**src/rtl/fetch_pkg.sv**
```systemverilog
// Shared types and constants for the instruction-fetch controller.
package fetch_pkg;

    typedef enum logic [1:0] {
        StBoot   = 2'd0,
        StRun    = 2'd1,
        StHalted = 2'd2
    } fetch_state_e;

    localparam int unsigned PC_STEP     = 4;
    localparam logic [15:0] NOP_INS_DEF = 16'h0000;

    // Redirect targets are byte addresses; instructions are word aligned.
    function automatic logic [31:0] align_pc(input logic [31:0] addr);
        return {addr[31:2], 2'b00};
    endfunction

endpackage

```
**src/rtl/if_id_reg.sv**
```systemverilog
// IF/ID pipeline register: captured instruction, its PC+4 and a valid flag.
module if_id_reg
    import fetch_pkg::*;
#(
    parameter int unsigned      ADDR_W  = 16,
    parameter int unsigned      INS_W   = 16,
    parameter logic [INS_W-1:0] NOP_INS = INS_W'(NOP_INS_DEF)
) (
    input  logic              clk,
    input  logic              rst,
    input  logic              hold,
    input  logic              flush,
    input  logic [INS_W-1:0]  load_ins,
    input  logic [ADDR_W-1:0] load_pc,
    output logic [INS_W-1:0]  ins,
    output logic [ADDR_W-1:0] pc,
    output logic              valid
);

    logic [INS_W-1:0]  ins_q;
    logic [ADDR_W-1:0] pc_q;
    logic              valid_q;

    // Flush wins over hold so a redirect can kill a stalled slot.
    always_ff @(posedge clk) begin
        if (rst || flush) begin
            ins_q   <= NOP_INS;
            pc_q    <= '0;
            valid_q <= 1'b0;
        end else if (!hold) begin
            ins_q   <= load_ins;
            pc_q    <= load_pc;
            valid_q <= 1'b1;
        end
    end

    assign ins   = ins_q;
    assign pc    = pc_q;
    assign valid = valid_q;

endmodule

```
**src/rtl/fetch_sequencer.sv**
```systemverilog
// Instruction-fetch controller: owns the PC, drives imem, fills IF/ID and
// handles stall, redirect, end-of-program and halt/resume.
module fetch_sequencer
    import fetch_pkg::*;
#(
    parameter int unsigned       ADDR_W    = 16,
    parameter int unsigned       INS_W     = 16,
    parameter int unsigned       MEM_WORDS = 16,
    parameter logic [ADDR_W-1:0] RESET_PC  = '0,
    parameter logic [INS_W-1:0]  NOP_INS   = INS_W'(NOP_INS_DEF)
) (
    input  logic              clk,
    input  logic              rst,
    input  logic              stall,
    input  logic              redirect,
    input  logic [ADDR_W-1:0] redirect_pc,
    input  logic              halt_req,
    input  logic              resume,
    output logic [ADDR_W-1:0] imem_addr,
    input  logic [INS_W-1:0]  imem_ins,
    output logic [INS_W-1:0]  if_id_ins,
    output logic [ADDR_W-1:0] if_id_pc,
    output logic              if_id_valid,
    output logic [ADDR_W-1:0] pc,
    output logic              halted,
    output logic [15:0]       fetch_count
);

    localparam logic [ADDR_W:0]   MEM_END = (ADDR_W+1)'(MEM_WORDS * PC_STEP);
    localparam logic [ADDR_W-1:0] LAST_PC = ADDR_W'(MEM_WORDS * PC_STEP - PC_STEP);
    localparam logic [ADDR_W-1:0] STEP    = ADDR_W'(PC_STEP);

    fetch_state_e      state_q, state_d;
    logic [ADDR_W-1:0] pc_q, pc_d, pc_next, target;
    logic [15:0]       count_q;
    logic              capture, flush, target_oob, pc_in_range;

    assign target      = ADDR_W'(align_pc(32'(redirect_pc)));
    assign target_oob  = {1'b0, target} >= MEM_END;
    assign pc_in_range = {1'b0, pc_q} < MEM_END;
    assign pc_next     = pc_q + STEP;

    always_comb begin
        state_d = state_q;
        pc_d    = pc_q;
        capture = 1'b0;
        flush   = 1'b0;
        unique case (state_q)
            StBoot: state_d = StRun;
            StRun: begin
                if (redirect) begin
                    pc_d    = target;
                    flush   = 1'b1;
                    state_d = target_oob ? StHalted : StRun;
                end else if (halt_req) begin
                    flush   = 1'b1;
                    state_d = StHalted;
                end else if (!stall) begin
                    capture = 1'b1;
                    pc_d    = pc_next;
                    // No wrap: fetching the last word ends the program.
                    if (pc_q == LAST_PC) state_d = StHalted;
                end
            end
            StHalted: begin
                if (redirect) begin
                    pc_d  = target;
                    flush = 1'b1;
                    if (!target_oob) state_d = StRun;
                end else begin
                    // Under stall IF/ID keeps its word so downstream can drain.
                    flush = !stall;
                    if (resume && pc_in_range) state_d = StRun;
                end
            end
            default: state_d = StBoot;
        endcase
    end

    always_ff @(posedge clk) begin
        if (rst) begin
            state_q <= StBoot;
            pc_q    <= RESET_PC;
            count_q <= '0;
        end else begin
            state_q <= state_d;
            pc_q    <= pc_d;
            if (capture && count_q != 16'hFFFF) count_q <= count_q + 16'd1;
        end
    end

    if_id_reg #(
        .ADDR_W (ADDR_W),
        .INS_W  (INS_W),
        .NOP_INS(NOP_INS)
    ) u_if_id_reg (
        .clk     (clk),
        .rst     (rst),
        .hold    (!capture),
        .flush   (flush),
        .load_ins(imem_ins),
        .load_pc (pc_next),
        .ins     (if_id_ins),
        .pc      (if_id_pc),
        .valid   (if_id_valid)
    );

    assign imem_addr   = pc_q;
    assign pc          = pc_q;
    assign halted      = (state_q == StHalted);
    assign fetch_count = count_q;

endmodule

```
**config.mk**
```make
export PLATFORM = sky130hd
export DESIGN_NAME = fetch_sequencer
export DESIGN_NICKNAME = d
export VERILOG_FILES = /design/src/rtl/fetch_pkg.sv /design/src/rtl/if_id_reg.sv /design/src/rtl/fetch_sequencer.sv
export SDC_FILE = /design/constraint.sdc
export NUM_CORES = 1
export LEC_CHECK = 0
export CAP_MARGIN = 20
export CELL_PAD_IN_SITES_DETAIL_PLACEMENT = 0
export CELL_PAD_IN_SITES_GLOBAL_PLACEMENT = 1
export CORE_MARGIN = 2
export CORE_UTILIZATION = 32
export CTS_CLUSTER_SIZE = 14
export DETAILED_ROUTE_END_ITERATION = 12
export PLACE_DENSITY = 0.79
export SLEW_MARGIN = 20
export SYNTH_ARGS = -nofsm -noshare
export SYNTH_HDL_FRONTEND = slang
export SYNTH_SLANG_ARGS = --single-unit
```
**constraint.sdc**
```tcl
create_clock -name clk -period 2.65 [get_ports clk]
set_clock_uncertainty 0.05 [all_clocks]
set_input_delay 0.53 -clock clk [delete_from_list [all_inputs] [get_ports clk]]
set_output_delay 0.53 -clock clk [all_outputs]
set_load 0.01 [all_outputs]
```
---- Yosys cells after proc, flatten, opt, wreduce, memory -nomap -nowiden ----
Cells that the tools add are included.
word-level totals
  register bits after elaboration ......... 67
  output and inout port bits .............. 82
  logic and storage cells ................. 51
operators by class
  $add $sub $neg .......................... 2
  $lt $le $gt $ge ......................... 2
  equal/unequal tests ..................... 11
  multiplexer cells ....................... 22
  reductions and logical operators ........ 8
operator list
  kind                   count
  $mux 16                4
  $pmux 16 s2            1
  $add 16x1->16 const B  1
  $add 16x3->16 const B  1
  $eq 16x6->1 const B    1
  $ge 16x7->1 const B    1
  $lt 16x7->1 const B    1
  $mux 2                 8
  $ne 16x16->1 const B   1
  $ne 3x3->1 const B     3
  $ne 4x4->1 const B     2
  $reduce_and 4->1       2
  $mux 1                 7
  $pmux 2 s3             1
  $ne 3x2->1 const B     1
  $eq 2x1->1 const B     1
  $eq 2x2->1 const B     1
  $logic_and 1x1->1      2
  $logic_not 2->1        1
  $ne 2x2->1 const B     1
  $pmux 1 s2             1
  $reduce_bool 2->1      1
  $logic_not 1->1        1
  $logic_or 1x1->1       1

---- Depth between registers and ports, before layout ----
Gate-level depths: netlist (run 1).
  depth in word-level cells ............... 6
  gate-level depth with buffers ........... 10

---- Modules after synthesis ----
Synthesis (run 1) repeated with hierarchy kept, for this count alone.
unflattened totals
  cells, all modules ...................... 404
  area total of the unflattened synthesis .. 3,557.2 µm²
modules (own cells, without submodules)
  module           times used  cells each  area each (µm²)  seq. area each (µm²)
  fetch_sequencer  1           296         2,341.0          640.6
  if_id_reg        1           108         1,216.2          660.6

---- Least setup slack after synthesis (run 1) ----
Ideal clock, no wire load.
  path kind ............................... reg2reg
  from .................................... reg state_q[0]
  to ...................................... reg pc_q[15] (netlist: imem_addr[15])
  data arrival time ....................... 1,921 ps
  data required time ...................... 2,526 ps
  slack ................................... 605 ps
  cell stages (with the launch flop) ...... 9
  buffers on the path ..................... 2
  period minus slack after synthesis ...... 2,045 ps
  cells stage by stage .................... dfxtp_1 > inv_1 > ha_1 > buf_2 > or2_2 > clkbuf_1 > or3_1 > mux2_2 > a31oi_1
on the way
  word-level cells in the longest chain between the ends .. 3
  elaborated cells on any way between the ends .. 8
  those cells by class .................... 5 x eq/ne; 1 x mux; 2 x reduce/logical
RTL lines
  element                                                           line                   text
  start, declared                                                   fetch_sequencer.sv:33  fetch_state_e state_q, state_d;
  start signal, assigned                                            fetch_sequencer.sv:82  state_q <= StBoot;
  start signal, assigned                                            fetch_sequencer.sv:86  state_q <= state_d;
  $eq 2x2->1 (*)                                                    --
  net halted                                                        fetch_sequencer.sv:25  output logic halted,
  $ne 2x2->1 (no line) / $reduce_bool 2->1 (equally long branches)  --
  $reduce_and 4->1 (no line)                                        --
  end signal, assigned                                              fetch_sequencer.sv:87  pc_q <= pc_d;
  end, declared                                                     fetch_sequencer.sv:34  logic [ADDR_W-1:0] pc_q, pc_d, pc_next, target;
Mark *: on every way through the listed nets, which the timed path passes. The rest lies on a longest branch.
A chain may end at the register's enable or synchronous reset.

---- Worst setup path after layout (run 1) ----
  from .................................... reg state_q[0]
  to ...................................... out halted
on the way
  word-level cells in the longest chain between the ends .. 1
RTL lines
  element        line                    text
  $eq 2x2->1     fetch_sequencer.sv:110  assign halted = (state_q == StHalted);
  end, declared  fetch_sequencer.sv:25
Every way passes these cells.

==> impl_metrics.yaml, run 1 <==
status:
  status: "finished clean"
min_path:
  hp-class: "reg -> reg"
  holdPathStages: 2
  holdPathEnd: "u_if_id_reg.ins[1]"
  hold_start: "u_if_id_reg.ins[1]"
route:
  drc: 0
  dr.pass1.iters: 5
  wl_per_cell_um: 13.8
  vias: 3122
  dr.first_iter.drc_count: 174
  finalWirelength_mm: 8.84
  ant_nets: 0
  viasPerCell: 4.89
synth:
  yosysWarnings: 0
  ys_seq_area_frac: 0.391
  synth-seq-cells: 63
  async_flop_share: 0
  avgSynthCellArea_um2: 8.01
  syn_inst: 403
  synth_edf_count: 0
  syn_area_um2: 3230
  yosys_most_used_dff: "dfxtp_1"
  ys_types: 50
floorplanning:
  num_rows: 36
  die_h_um: 104
  ios: 120
  initial_core_util: 0.330
  die-area_um2: 10900
  die_w_um: 104
  core_um2: 9770
power_and_ir_drop:
  pwr-share-comb: 0.328
  p_switching_uw: 961
  power_density_nw_per_um2: 618
  leakagePower_uw: 0.00154
  pwr-share-clk: 0.271
  p_int_uw: 1860
  ir_drop_v: 0.000241
  pwr-share-seq: 0.401
  switching_share: 0.340
clock_network:
  clkSinkCount: 63
  clk_pin_slew_ns: 0.07
  post-cts-setup-buffers: 0
  ctsHtreeMaxLevel: 3
  cts_tree: "built"
  cts_buffers: 9
  hold_buffers: 0
  clock_latency_ns: 0.33
  cts_root_buf: "clkbuf_8"
  cts_buffer_depth: 2
  cts_resized: 0
finish:
  fin_util: 0.467
  drive_gt1_frac: 0.0713
  stdcell_area_um2: 4570
  final-seq-area_um2: 1260
  multi_input_area_um2: 1720
  n_fill_cell: 1012
  antennaDiodeCount: 0
  area_growth_pct: 41.5
  final_nets: 544
timing:
  worst_pin_slew_ns: 0.548
  setup-tns-final_ns: 0
  hold_slack_ns: 0.403
  setup_violations: 0
  max_slew_margin: 0.633
  post-route-period-util: 0.877
  period_needed_ns: 2.32
  maxSlewViolCount: 0
  max_freq_mhz: 430
  rsz0062_at_grt: "no"
  hold_viol_final: 0
setup_path:
  reg2reg_to: "fetch_count[10]"
  crit_fanout: 10
  reg2reg_depth: 7
  rr_startpoint: "state_q[1]"
  regToRegSetupSlack_ns: 0.51
  startpoint_type: "flip-flop"
  crit_required_ns: 2.07
  critPathCaptureType: "output pin"
  critPathKind: "reg -> out"
  critPathArrivalTime_ns: 1.74
grt:
  grt_max_degree: 36
  grt_util_all_layers: 0.165
  gr-total-overflow: 0
  grt_first_pass_wirelength_mm: 14.5
  antenna_found_initial: 0
  grt_pass1_vias: 2784
flow_run:
  drv_cap: 0
placed_design:
  dp_hpwl_mm: 6.49
  dpl_cell_area_um2: 4380
  portBuffers: 111
  place.gp.congestion: 0.801
-- placed cells by master (no fill, tap or decap), types with 8 or more instances in the layout --
master / instances
clkdlybuf4s50_1: 111
clkbuf_8: 11
buf_4: 14
o21ai_0: 11
xnor2_1: 15
nor2_1: 56
a211oi_1: 13
xor2_1: 8
dfxtp_1: 63
nand3_1: 12
nor3_1: 10
a21oi_1: 28
nand2_1: 55
-- cell families (layout without fill, tap and decap cells) --
kind of cell	Yosys count	after routing	synth area share
flops	63	63	0.391
buf+inv	49	146	0.0848
simple gates	175	175	0.260
other cells	1	6	0.00116
fa+ha+maj	6	6	0.0232
xor+xnor	23	23	0.0624
mux	5	5	0.0159
compound gates	81	81	0.162
-- synth_stat cells (all sizes together), types with 2 or more instances --
library cell | instances | area (um^2)
a22o | 2 | 17.5
inv | 5 | 18.8
mux2i | 4 | 40.0
nor2 | 56 | 210
ha | 6 | 75.1
nand4 | 7 | 43.8
a31oi | 4 | 25.0
nand4b | 3 | 26.3
o31ai | 3 | 22.5
nor4b | 2 | 23.8
a2bb2oi | 3 | 26.3
nor3 | 11 | 66.3
dfxtp | 63 | 1260
nor3b | 2 | 20.0
buf | 30 | 203
nor4 | 5 | 31.3
nand2b | 7 | 43.8
o32ai | 2 | 17.5
a311oi | 4 | 35.0
or3 | 2 | 12.5
xnor2 | 15 | 131
clkbuf | 14 | 52.6
a21oi | 28 | 140
xor2 | 8 | 70.1
a22oi | 5 | 37.5
nand2 | 55 | 206
and4 | 2 | 17.5
and3 | 6 | 37.5
o21ai | 11 | 55.1
a211oi | 13 | 97.6
nand3 | 12 | 60.1
-- how the worst max path moves through the flow --
stage                          start               to  slack, ns  depth (start not counted)
after global placement      redirect  fetch_count[10]       0.10                          6
after CTS                 state_q[0]           halted       0.31                          3
after detailed placement    redirect  fetch_count[10]       0.07                          6
after floorplan           state_q[0]    imem_addr[15]       0.61                          8
final                     state_q[0]           halted       0.33                          3
after global routing      state_q[0]           halted       0.22                          3
-- area by class of cell --
| type | instances | area share |
|---|---|---|
| clock buffers | 11 | 0.0331 |
| clock inverters | 5 | 0.00712 |
| inverters | 5 | 0.00411 |
| multi-input cells | 296 | 0.377 |
| flip-flops and latches | 63 | 0.276 |
| well taps | 133 | 0.0364 |
| repair buffers | 125 | 0.266 |
-- stage by stage --
step                      setup WS, ns  instances  total power, uW
after detailed placement        0.0691        622             2080
after global routing             0.225        638             3010
after floorplan                  0.605        408             1690
after global placement           0.101        622             2060
after CTS                        0.315        638             2860
final                            0.325        638             2820
-- registers in the layout, indices dropped and copies added (netlist names) --
signal / cells
fetch_count: 16
imem_addr: 14
state_q: 2
u_if_id_reg.ins: 16
u_if_id_reg.pc: 14
u_if_id_reg.valid: 1
-- worst max-delay path: stages (launching register included) --
cell	delay, ns
dfxtp_1	0.34
inv_1	0.09
ha_1	0.36
clkdlybuf4s50_1	0.62
-- routing by layer --
layer,part of all wire,track usage,vias up
met1,0.50,0.238,1418
met3,0.065,0.0464,13
met5,0,0,-
li1,-,-,1578
met4,0.018,0.0598,0
met2,0.42,0.229,113
-- power by group through the flow --
stage,clock network [uW],logic [uW],registers (uW)
CTS,796,929,1130
floorplan,0,534,1160
global placement,0,915,1150
finish,766,925,1130
detailed placement,0,926,1150
global route,852,1020,1150
No activity file was read; power rests on OpenSTA's default activity.
==> run 2: changes to the inputs <==
Settings changed: CAP_MARGIN 20 to default.
==> results of run 2 <==
No change in the layout: final DEF, timing and power equal those of run 1.
